<file path="src/rtl/alu_share_pkg.sv">
// Shared types and constants for the ALU sharing arbiter.
package alu_share_pkg;

  localparam int ALU_A_W   = 2;
  localparam int ALU_SEL_W = 2;
  localparam int ALU_RES_W = 4;
  localparam int TAG_ID_W  = 3;

  typedef enum logic [1:0] {
    IDLE  = 2'd0,
    RUN   = 2'd1,
    DRAIN = 2'd2
  } arb_state_t;

  // The id field is sized for the largest supported requester count (8).
  typedef struct packed {
    logic                valid;
    logic [TAG_ID_W-1:0] id;
  } tag_t;

  function automatic int id_width(int n);
    return (n <= 2) ? 1 : $clog2(n);
  endfunction

endpackage

</file>
<file path="src/rtl/alu_rr_arbiter.sv">
// Request arbiter: round-robin with ALU_SHARE_ARBITER_RR_EN defined,
// fixed lowest-index priority otherwise. Grants only while in RUN.
module alu_rr_arbiter
  import alu_share_pkg::*;
#(
  parameter int N_REQ = 4
) (
  input  logic             clk,
  input  logic             rst_n,
  input  logic [N_REQ-1:0] req,
  input  logic             advance,
  input  logic [1:0]       state,
  output logic [N_REQ-1:0] grant
);

  localparam int PW = $clog2(N_REQ);

  logic          found;
  logic [PW-1:0] win_idx;

`ifdef ALU_SHARE_ARBITER_RR_EN
  logic [PW-1:0] ptr;
  logic [PW-1:0] idx;

  // Search starts just after the last granted requester.
  always_comb begin
    found   = 1'b0;
    win_idx = ptr;
    idx     = '0;
    for (int i = 1; i <= N_REQ; i++) begin
      idx = PW'((int'(ptr) + i) % N_REQ);
      if (!found && req[idx]) begin
        found   = 1'b1;
        win_idx = idx;
      end
    end
  end

  always_ff @(posedge clk or negedge rst_n) begin
    if (!rst_n) begin
      ptr <= PW'(N_REQ - 1);
    end else if (advance) begin
      ptr <= win_idx;
    end
  end
`else
  logic unused_fixed;
  assign unused_fixed = &{1'b0, clk, rst_n, advance};

  always_comb begin
    found   = 1'b0;
    win_idx = '0;
    for (int i = N_REQ - 1; i >= 0; i--) begin
      if (req[i]) begin
        found   = 1'b1;
        win_idx = PW'(i);
      end
    end
  end
`endif

  assign grant = (state == RUN && found) ? (N_REQ'(1) << win_idx) : '0;

endmodule

</file>
<file path="src/rtl/alu_share_arbiter.sv">
// Shares one pipelined ALU among N_REQ requesters and returns id-tagged results.
// Arbitration policy selected by ALU_SHARE_ARBITER_RR_EN (round-robin when defined).
module alu_share_arbiter
  import alu_share_pkg::*;
#(
  parameter  int N_REQ = 4,
  parameter  int LAT   = 2,
  localparam int IDW   = id_width(N_REQ)
) (
  input  logic                       i_clk,
  input  logic                       i_rst_n,
  input  logic                       i_en,
  input  logic [N_REQ-1:0]           i_req_valid,
  input  logic [ALU_A_W*N_REQ-1:0]   i_req_a,
  input  logic [ALU_SEL_W*N_REQ-1:0] i_req_select,
  output logic [N_REQ-1:0]           o_req_ready,
  output logic                       o_alu_valid,
  output logic [ALU_A_W-1:0]         o_alu_a,
  output logic [ALU_SEL_W-1:0]       o_alu_select,
  input  logic [ALU_RES_W-1:0]       i_alu_result,
  output logic                       o_rsp_valid,
  output logic [IDW-1:0]             o_rsp_id,
  output logic [ALU_RES_W-1:0]       o_rsp_result,
  output logic                       o_idle,
  output logic [2:0]                 o_inflight,
  output logic [1:0]                 o_state
);

  // Handshake: a request is accepted at a rising edge where i_req_valid[w] and
  // o_req_ready[w] are both high; ready may depend on valid; responses have no
  // backpressure and o_rsp_valid is a one-cycle strobe.

  arb_state_t             state;
  logic [N_REQ-1:0]       grant;
  logic                   accept;
  logic                   rsp_fire;
  logic [IDW-1:0]         win_id;
  logic [ALU_A_W-1:0]     win_a;
  logic [ALU_SEL_W-1:0]   win_sel;
  tag_t                   tags [0:LAT];

  // Masking with i_en ensures no grant on the edge where enable falls.
  alu_rr_arbiter #(.N_REQ(N_REQ)) u_arb (
    .clk     (i_clk),
    .rst_n   (i_rst_n),
    .req     (i_req_valid & {N_REQ{i_en}}),
    .advance (accept),
    .state   (state),
    .grant   (grant)
  );

  assign o_req_ready = grant;
  assign accept      = |(i_req_valid & grant);
  assign rsp_fire    = tags[LAT].valid;
  assign o_state     = state;

  always_comb begin
    win_id  = '0;
    win_a   = '0;
    win_sel = '0;
    for (int r = 0; r < N_REQ; r++) begin
      if (grant[r]) begin
        win_id  = IDW'(r);
        win_a   = i_req_a[ALU_A_W*r +: ALU_A_W];
        win_sel = i_req_select[ALU_SEL_W*r +: ALU_SEL_W];
      end
    end
  end

  always_ff @(posedge i_clk or negedge i_rst_n) begin
    if (!i_rst_n) begin
      state  <= IDLE;
      o_idle <= 1'b1;
    end else begin
      case (state)
        IDLE: begin
          if (i_en) begin
            state  <= RUN;
            o_idle <= 1'b0;
          end
        end
        RUN: begin
          if (!i_en) state <= DRAIN;
        end
        DRAIN: begin
          if (o_inflight == 3'd0) begin
            if (i_en) begin
              state <= RUN;
            end else begin
              state  <= IDLE;
              o_idle <= 1'b1;
            end
          end
        end
        default: begin
          state  <= IDLE;
          o_idle <= 1'b1;
        end
      endcase
    end
  end

  always_ff @(posedge i_clk or negedge i_rst_n) begin
    if (!i_rst_n) begin
      o_alu_valid  <= 1'b0;
      o_alu_a      <= '0;
      o_alu_select <= '0;
    end else begin
      o_alu_valid <= accept;
      if (accept) begin
        o_alu_a      <= win_a;
        o_alu_select <= win_sel;
      end
    end
  end

  // Tag pipeline has no stalls: stage LAT lines up with the result edge.
  always_ff @(posedge i_clk or negedge i_rst_n) begin
    if (!i_rst_n) begin
      for (int i = 0; i <= LAT; i++) tags[i] <= '0;
    end else begin
      tags[0] <= '{valid: accept, id: TAG_ID_W'(win_id)};
      for (int i = 1; i <= LAT; i++) tags[i] <= tags[i-1];
    end
  end

  always_ff @(posedge i_clk or negedge i_rst_n) begin
    if (!i_rst_n) begin
      o_rsp_valid  <= 1'b0;
      o_rsp_id     <= '0;
      o_rsp_result <= '0;
    end else begin
      o_rsp_valid <= rsp_fire;
      if (rsp_fire) begin
        o_rsp_id     <= IDW'(tags[LAT].id);
        o_rsp_result <= i_alu_result;
      end
    end
  end

  always_ff @(posedge i_clk or negedge i_rst_n) begin
    if (!i_rst_n) begin
      o_inflight <= 3'd0;
    end else begin
      case ({accept, rsp_fire})
        2'b10:   o_inflight <= o_inflight + 3'd1;
        2'b01:   o_inflight <= o_inflight - 3'd1;
        default: o_inflight <= o_inflight;
      endcase
    end
  end

endmodule

</file>
<file path="config.mk">
export PLATFORM = sky130hd
export DESIGN_NAME = alu_share_arbiter
export DESIGN_NICKNAME = d
export VERILOG_FILES = /design/src/rtl/alu_share_pkg.sv /design/src/rtl/alu_rr_arbiter.sv /design/src/rtl/alu_share_arbiter.sv
export SDC_FILE = /design/constraint.sdc
export NUM_CORES = 1
export LEC_CHECK = 0
export ABC_AREA = 0
export CAP_MARGIN = 20
export CELL_PAD_IN_SITES_DETAIL_PLACEMENT = 1
export CELL_PAD_IN_SITES_GLOBAL_PLACEMENT = 2
export CORE_AREA = 5 5 69 84
export CTS_CLUSTER_DIAMETER = 30
export DETAILED_ROUTE_END_ITERATION = 7
export DIE_AREA = 0 0 74 89
export GPL_ROUTABILITY_DRIVEN = 0
export PLACE_DENSITY_LB_ADDON = 0.1
export SLEW_MARGIN = 5
export SYNTH_ARGS = -nofsm -noshare
export SYNTH_HDL_FRONTEND = slang
export SYNTH_SLANG_ARGS = --single-unit
</file>
<file path="constraint.sdc">
create_clock -name i_clk -period 2 [get_ports i_clk]
set_input_delay 0.4 -clock i_clk [delete_from_list [all_inputs] [get_ports i_clk]]
set_output_delay 0.4 -clock i_clk [all_outputs]
set_load 0.02 [all_outputs]
</file>
==> results of run 1 <==
[power by group through the flow]
stage | registers (mW) | clock network [mW] | logic [mW]
2_1_floorplan | 0.997 | 0 | 0.314
3_3_place_gp | 0.821 | 0 | 0.995
3_5_place_dp | 0.822 | 0 | 1.02
4_1_cts | 0.815 | 0.450 | 1.04
5_1_grt | 0.836 | 0.481 | 1.12
6_report | 0.809 | 0.433 | 1.03
[through the flow]
stage               cell area, sq um  power, mW  std cells  hold WS [ns]  setup TNS [ns]
global route                    1919      2.436        223        0.3761         -0.1368
CTS                             1904      2.303        222        0.3584        -0.05706
global placement                1823      1.816        217        0.3318          -3.183
finish                          1919      2.274        223        0.3556        -0.01081
detailed placement              1823      1.847        217        0.3365          -3.410
floorplan                       1175      1.311         98        0.1044               0
[state kept, by name, summed over array words and instances (netlist names)]
| name | cells |
|---|---|
| o_alu_a | 2 |
| o_alu_select | 2 |
| o_idle | 1 |
| o_inflight | 3 |
| o_rsp_id | 2 |
| o_rsp_result | 4 |
| o_rsp_valid | 1 |
| o_state | 2 |
| rsp_fire | 1 |
| tags | 8 |
[metal layers]
| metal | share of wire [%] | wire [um] | up-vias | global-route usage, % |
|---|---|---|---|---|
| met1 | 39 | 1286 | 485 | 12.42 |
| met3 | 5.8 | 192 | 10 | 3.037 |
| met4 | 3.0 | 100 | 0 | 4.942 |
| met2 | 53 | 1757 | 37 | 19.44 |
| met5 | 0 | 0 | - | 0 |
| li1 | - | - | 475 | - |
[cells by family after synthesis]
| family | count (synthesis) | share of synthesized area (%) |
|---|---|---|
| adder cells (fa/ha/maj) | 2 | 2.769 |
| AND/OR/NAND/NOR | 29 | 14.80 |
| AO/OA/AOI/OAI | 17 | 11.72 |
| buffers and inverters | 11 | 3.621 |
| XOR/XNOR | 3 | 2.237 |
| multiplexers | 10 | 9.372 |
| flip-flops | 26 | 55.48 |
[cell usage in the layout (no fill, tap or decap), types with 2 or more instances in the layout]
| cell | n |
|---|---|
| o211ai_2 | 2 |
| clkdlybuf4s50_1 | 39 |
| nand4b_1 | 2 |
| xor2_1 | 2 |
| nor2b_1 | 3 |
| dlygate4sd2_1 | 5 |
| o221ai_1 | 2 |
| and3_1 | 2 |
| buf_4 | 15 |
| a32oi_1 | 2 |
| mux2i_1 | 2 |
| nor2_1 | 5 |
| o21ai_0 | 3 |
| nand2_1 | 6 |
| clkbuf_8 | 3 |
| inv_1 | 8 |
| o31a_1 | 2 |
| buf_6 | 3 |
| nor3_1 | 2 |
| dfrtp_1 | 25 |
| mux2_2 | 8 |
| nand4_1 | 2 |
[path summary, 6_finish.rpt]
| kind | start | end | slack, ns |
|---|---|---|---|
| worst max register to register | o_state[1]$_DFFE_PN0P_ | o_inflight[1]$_DFFE_PN0P_ | 0.16 |
| min in group asynchronous | i_rst_n | o_inflight[1]$_DFFE_PN0P_ | 0.49 |
| worst max-delay path | o_state[1]$_DFFE_PN0P_ | o_req_ready[2] | -0.01 |
| worst min register to register | tags[7]$_DFF_PN0_ | rsp_fire$_DFF_PN0_ | 0.36 |
| max in group asynchronous | i_rst_n | o_idle$_DFFE_PN1P_ | 1.22 |
| worst min-delay path | tags[7]$_DFF_PN0_ | rsp_fire$_DFF_PN0_ | 0.36 |
[layout make-up]
type / instances / area share, %
timing repair buffer: 64 / 31.03
clock inverter: 1 / 1.565
multi-input combinational: 61 / 25.81
tap: 60 / 3.911
sequential: 26 / 33.96
clock buffer: 3 / 2.151
inverter: 8 / 1.565
[critical path, stage by stage (launching register included)]
cell      delay (ns)
dfrtp_1         0.40
nand3b_4        0.16
or4_4           0.51
nor2b_1         0.13
buf_4           0.15
[timing repair]
item / in CTS / in global routing
endpoints found under the hold margin: 0 / 0
endpoints found under the setup margin: 6 / 4
pin swaps: 1 / 3
setup buffers: 1 / 1
resized for setup: 28 / 2
==> summary.txt, run 1 <==
Power and ir drop
  – NetSw: approximately 0.77 mW
  – Internal power: 1.507 mW
  – Switch share: ~34%
  – Leak: about 0.9 nW
  – Logic gate share of total power: roughly 45%
  – Part of the power in the clock network: a little under a fifth
  – Cell Pwr Density: approximately 1200 nW/um^2
  – Maximum vdd drop: roughly 480 uV
  – Sequential Power Share: 35.6%

Place
  – Pre-CTS setup slack: -0.6911 ns
  – IO buf count: 48
  – Post-DP HPWL: between 2000 and 3000 um

Outcome
  – Status: complete, but fails checks
  – Failing checks: setup timing

Floorplanning
  – Initial core utilization: 24.13%
  – Die width: 74 um
  – Die area: approximately 6600 sq um
  – IO Count: just under 50
  – Die Height: 89 um
  – Site Rows: 28
  – Core area: a little under 5000 sq um

Detailed routing
  – Vias/cell: 4.516
  – Drt wl/cell: 14.96 um
  – First drt pass iteration count: 4
  – DRC viols: 0
  – Total Routed Length: about 3300 um
  – Initial DRC count: 29
  – Remaining antenna violation count after routing: 0
  – DR vias: 1007

Clocking
  – TritonCTS Buffers: 3
  – Reg clk slew, reported paths: about 0.090 ns
  – # clock sinks: 26
  – Max Buffers Root-to-Sink: 2
  – Clk root buf: clkbuf_8
  – Clk Latency, worst-skew pair: approximately 0.27 ns
  – Hold-fix buffers, CTS: 0
  – H-tree depth: 1
  – CTS tree: built

Synthesis
  – Main flop type after synthesis: dfrtp_1
  – Synth Register Bits: 26
  – Synth cell types: 34
  – Share of the synthesized area in the top cell type: between 50% and 60%
  – Syn Std Cell Area: 1175 sq um
  – Post-synthesis instance total: 98
  – EDFF count, synth: 0
  – Area leader, netlist: dfrtp_1
  – YS warnings: 0
  – Post-synth ARST share: between 90% and 100%
  – Top post-synthesis cells by area: dfrtp_1 (53%), mux2_2 (7.7%), inv_1 (2.6%), dfstp_2 (2.2%), nor2b_1 (2.1%)
  – Post-synth top cells: dfrtp_1 (25), inv_1 (8), mux2_2 (8)
  – Dominant cell by count in the synthesized netlist: dfrtp_1
  – Synthesized area per cell: around 12 sq um
  – Sequential area share after synthesis: a little under three fifths
  – Synthesized Nets: 127

STA
  – Max Clk Rate: around 500 MHz
  – Min cycle time layout: 2.011 ns
  – RSZ-0062 raised after global routing: true
  – Actual slew at the worst max-slew pin: roughly 0.33 ns
  – Endpoints failing setup: 1
  – Setup ws final: -0.01081 ns
  – Clk_skew: between 0.002 and 0.0025 ns
  – Slew Limit Fails: 0
  – Final period util: 100.5%
  – Fin. Hold Viols: 0
  – Slew margin rel.: 78.03%

Global routing
  – Vias in the first global route: between 1000 and 1500
  – Pin count of the biggest net entering global routing: 27
  – Total GRT Usage: between 10% and 20%
  – Global-route wire length before repair: between 5000 and 6000 um
  – Initial antenna violation count: 0
  – Gr ovfl total: 0

Hold path
  – Worst Hold Depth: 0
  – Worst hold path type: register to register

Layout
  – Antenna diode count: 0
  – Filler Cell Count: around 530
  – Layout cells sized above 1: approximately a quarter
  – Multi-input combinational cell area: about 500 sq um
  – FF/Latch Area: between 600 and 700 sq um
  – # nets final: roughly 190
  – Core Util, Final: 39.41%
  – P&R area growth vs syn: 63.37%

Critical path
  – Crit Path Category: register to primary output
  – Crit Path Max Fanout: 3
  – Critical Path RT: about 1.6 ns
  – Worst setup EP type: primary output
  – Arrival time at the worst endpoint: 1.61 ns
  – R2r worst-path depth: 7
  – Setup crit start kind: register

Job
  – Maxcap violations: 0
Power figures use the tool's default switching activity.
==> inputs of run 2 (changes only) <==
--- a/config.mk
+++ b/config.mk
@@ -6,7 +6,6 @@
 export NUM_CORES = 1
 export LEC_CHECK = 0
 export ABC_AREA = 0
-export CAP_MARGIN = 20
 export CELL_PAD_IN_SITES_DETAIL_PLACEMENT = 1
 export CELL_PAD_IN_SITES_GLOBAL_PLACEMENT = 2
 export CORE_AREA = 5 5 69 84
@@ -14,6 +13,7 @@
 export DETAILED_ROUTE_END_ITERATION = 7
 export DIE_AREA = 0 0 74 89
 export GPL_ROUTABILITY_DRIVEN = 0
+export MAX_ROUTING_LAYER = met4
 export PLACE_DENSITY_LB_ADDON = 0.1
 export SLEW_MARGIN = 5
 export SYNTH_ARGS = -nofsm -noshare
==> summary.txt, run 2 (same netlist as run 1, synthesis figures left out) <==
Outcome
  – Status: complete, but fails checks
  – Failing checks: setup timing

Power and ir drop
  – Cell Pwr Density: approximately 1200 nW/um^2
  – Leak: 0.8841 nW
  – Maximum vdd drop: 486.3 uV

Global routing
  – Global-route wire length before repair: approximately 5600 um
  – Gr busiest metal: met2
  – Initial antenna violation count: 0
  – GRT met3 Usage: between 2 and 3%
  – Met1 Usage GRT: between 10% and 20%
  – Gr ovfl total: 0
  – Vias in the first global route: about 1200
  – Total GRT Usage: 11.42%
  – Met2 Resource Use GR: 19.52%
  – Pin count of the biggest net entering global routing: 27

STA
  – Slew margin rel.: between 70% and 80%
  – Clk_skew: around 0.0014 ns
  – Setup ws final: -0.01060 ns
  – Min cycle time layout: between 2 and 2.5 ns
  – Endpoints failing setup: 1
  – Fin. Hold Viols: 0
  – Max Clk Rate: about 500 MHz
  – Actual slew at the worst max-slew pin: around 0.33 ns
  – Final period util: 100.5%
  – RSZ-0062 raised after global routing: true
  – Slew Limit Fails: 0

Critical path
  – Crit Path Max Fanout: 3
  – Arrival time at the worst endpoint: around 1.6 ns
  – R2R setup slack: approximately 0.16 ns
  – Crit path launch: o_state[1]$_DFFE_PN0P_
  – Setup crit start kind: register
  – Worst setup EP type: primary output
  – R2R Path Start: o_state[1]$_DFFE_PN0P_
  – Worst R2R End: o_inflight[1]$_DFFE_PN0P_
  – Critical Path Max Stage Delay: ~0.51 ns
  – Critical path destination: o_req_ready[2]
  – CP cell instances: nand3b_4, or4_4, nor2b_1, buf_4
  – Critical Path Slowest Stage Cell: or4_4
  – Critical Path RT: ~1.6 ns
  – R2r worst-path depth: 7
  – Crit Path Category: register to primary output

Floorplanning
  – Die area: between 6000 and 7000 sq um
  – IO Count: between 40 and 50
  – Core area: 4870 sq um
  – Initial core utilization: 24.13%
  – Die width: 74 um
  – Site Rows: 28
  – Die Height: 89 um

Layout
  – Biggest register: tags
  – Final cell count without fillers: 223
  – Multi-input combinational cell area: 495.5 sq um
  – Largest registers: tags (8), o_rsp_result (4), o_inflight (3)
  – Layout cells sized above 1: 25.15%
  – Most common cell after layout, fill and taps aside: clkdlybuf4s50_1
  – Largest register FFs: 8
  – P&R area growth vs syn: 63.37%
  – Antenna diode count: 0
  – Core Util, Final: around 40%
  – # nets final: a little under 200
  – Filler Cell Count: between 500 and 600
  – Most frequent cells in the layout: clkdlybuf4s50_1 (39), dfrtp_1 (25), buf_4 (15), inv_1 (8), mux2_2 (8)
  – FF/Latch Area: around 650 sq um

Detailed routing
  – Remaining antenna violation count after routing: 0
  – DRC viols: 0
  – Vias/cell: about 4.5
  – DR vias: between 1000 and 1500
  – First drt pass iteration count: 4
  – Drt wl/cell: 14.89 um
  – Total Routed Length: roughly 3300 um
  – Initial DRC count: 29

Clocking
  – H-tree depth: 1
  – CTS tree: built
  – TritonCTS Buffers: 3
  – Reg clk slew, reported paths: 0.09 ns
  – Clk root buf: clkbuf_8
  – Clk Latency, worst-skew pair: 0.27 ns
  – Max Buffers Root-to-Sink: 2
  – # clock sinks: 26

Place
  – Post-DP HPWL: ~2700 um
  – IO buf count: 48
  – Inst Count DP: between 200 and 250

Hold path
  – Worst Hold Depth: 0
  – Worst hold path type: register to register

Job
  – Maxcap violations: 0
## run 2: timing repair
item | in CTS | in global routing
setup buffers | 1 | 1
pin swaps | 1 | 3
gates cloned | 0 | 0
resized for setup | 28 | 2
setup endpoints to repair | 6 | 4
hold buffers | 0 | 0
## run 2: worst min-delay path by stage
stage | start | to | slack, ns
finish | tags[7]$_DFF_PN0_ | rsp_fire$_DFF_PN0_ | 0.36
global placement | tags[4]$_DFF_PN0_ | tags[0]$_DFF_PN0_ | 0.33
detailed placement | tags[7]$_DFF_PN0_ | rsp_fire$_DFF_PN0_ | 0.34
global route | tags[8]$_DFF_PN0_ | tags[4]$_DFF_PN0_ | 0.38
floorplan | i_rst_n | o_alu_a[0]$_DFFE_PN0P_ | 0.10
CTS | tags[7]$_DFF_PN0_ | rsp_fire$_DFF_PN0_ | 0.36
## run 2: stage by stage
step | worst slack [ns] | hold slack [ns] | total power, mW | instance area [sq um] | setup TNS (ns)
after floorplan | 0.03379 | 0.1044 | 1.311 | 1175 | 0
after global placement | -0.6883 | 0.3318 | 1.816 | 1823 | -3.183
after detailed placement | -0.6911 | 0.3365 | 1.847 | 1823 | -3.410
after CTS | -0.04513 | 0.3584 | 2.303 | 1904 | -0.05706
after global routing | -0.09097 | 0.3761 | 2.435 | 1919 | -0.1368
final | -0.01060 | 0.3555 | 2.274 | 1919 | -0.01060
## run 2: power breakdown
part / switching (mW) / leakage (nW) / internal [mW]
sequential: 0.115 / 0.333 / 0.694
combinational: 0.487 / 0.515 / 0.546
clock: 0.164 / 0.0357 / 0.268
## run 2: worst max-delay path: cells and delay by family (launching register included)
| family | cells | cell delay, ns |
|---|---|---|
| simple gates | 3 | 0.80 |
| buf+inv | 1 | 0.15 |
| flops | 1 | 0.40 |
## run 2: layer usage
layer  vias to the layer above  routed length, um
li1                        475                  -
met2                        35               1766
met1                       483               1292
met3                        10                163
met4                         0                 97
met5                         -                  0
## run 2: layout make-up
cell class,count,area share [%]
Sequential cell,26,33.96
Timing Repair Buffer,64,31.03
Multi-Input combinational cell,61,25.81
Tap cell,60,3.911
Clock buffer,3,2.151
Clock inverter,1,1.565
Inverter,8,1.565
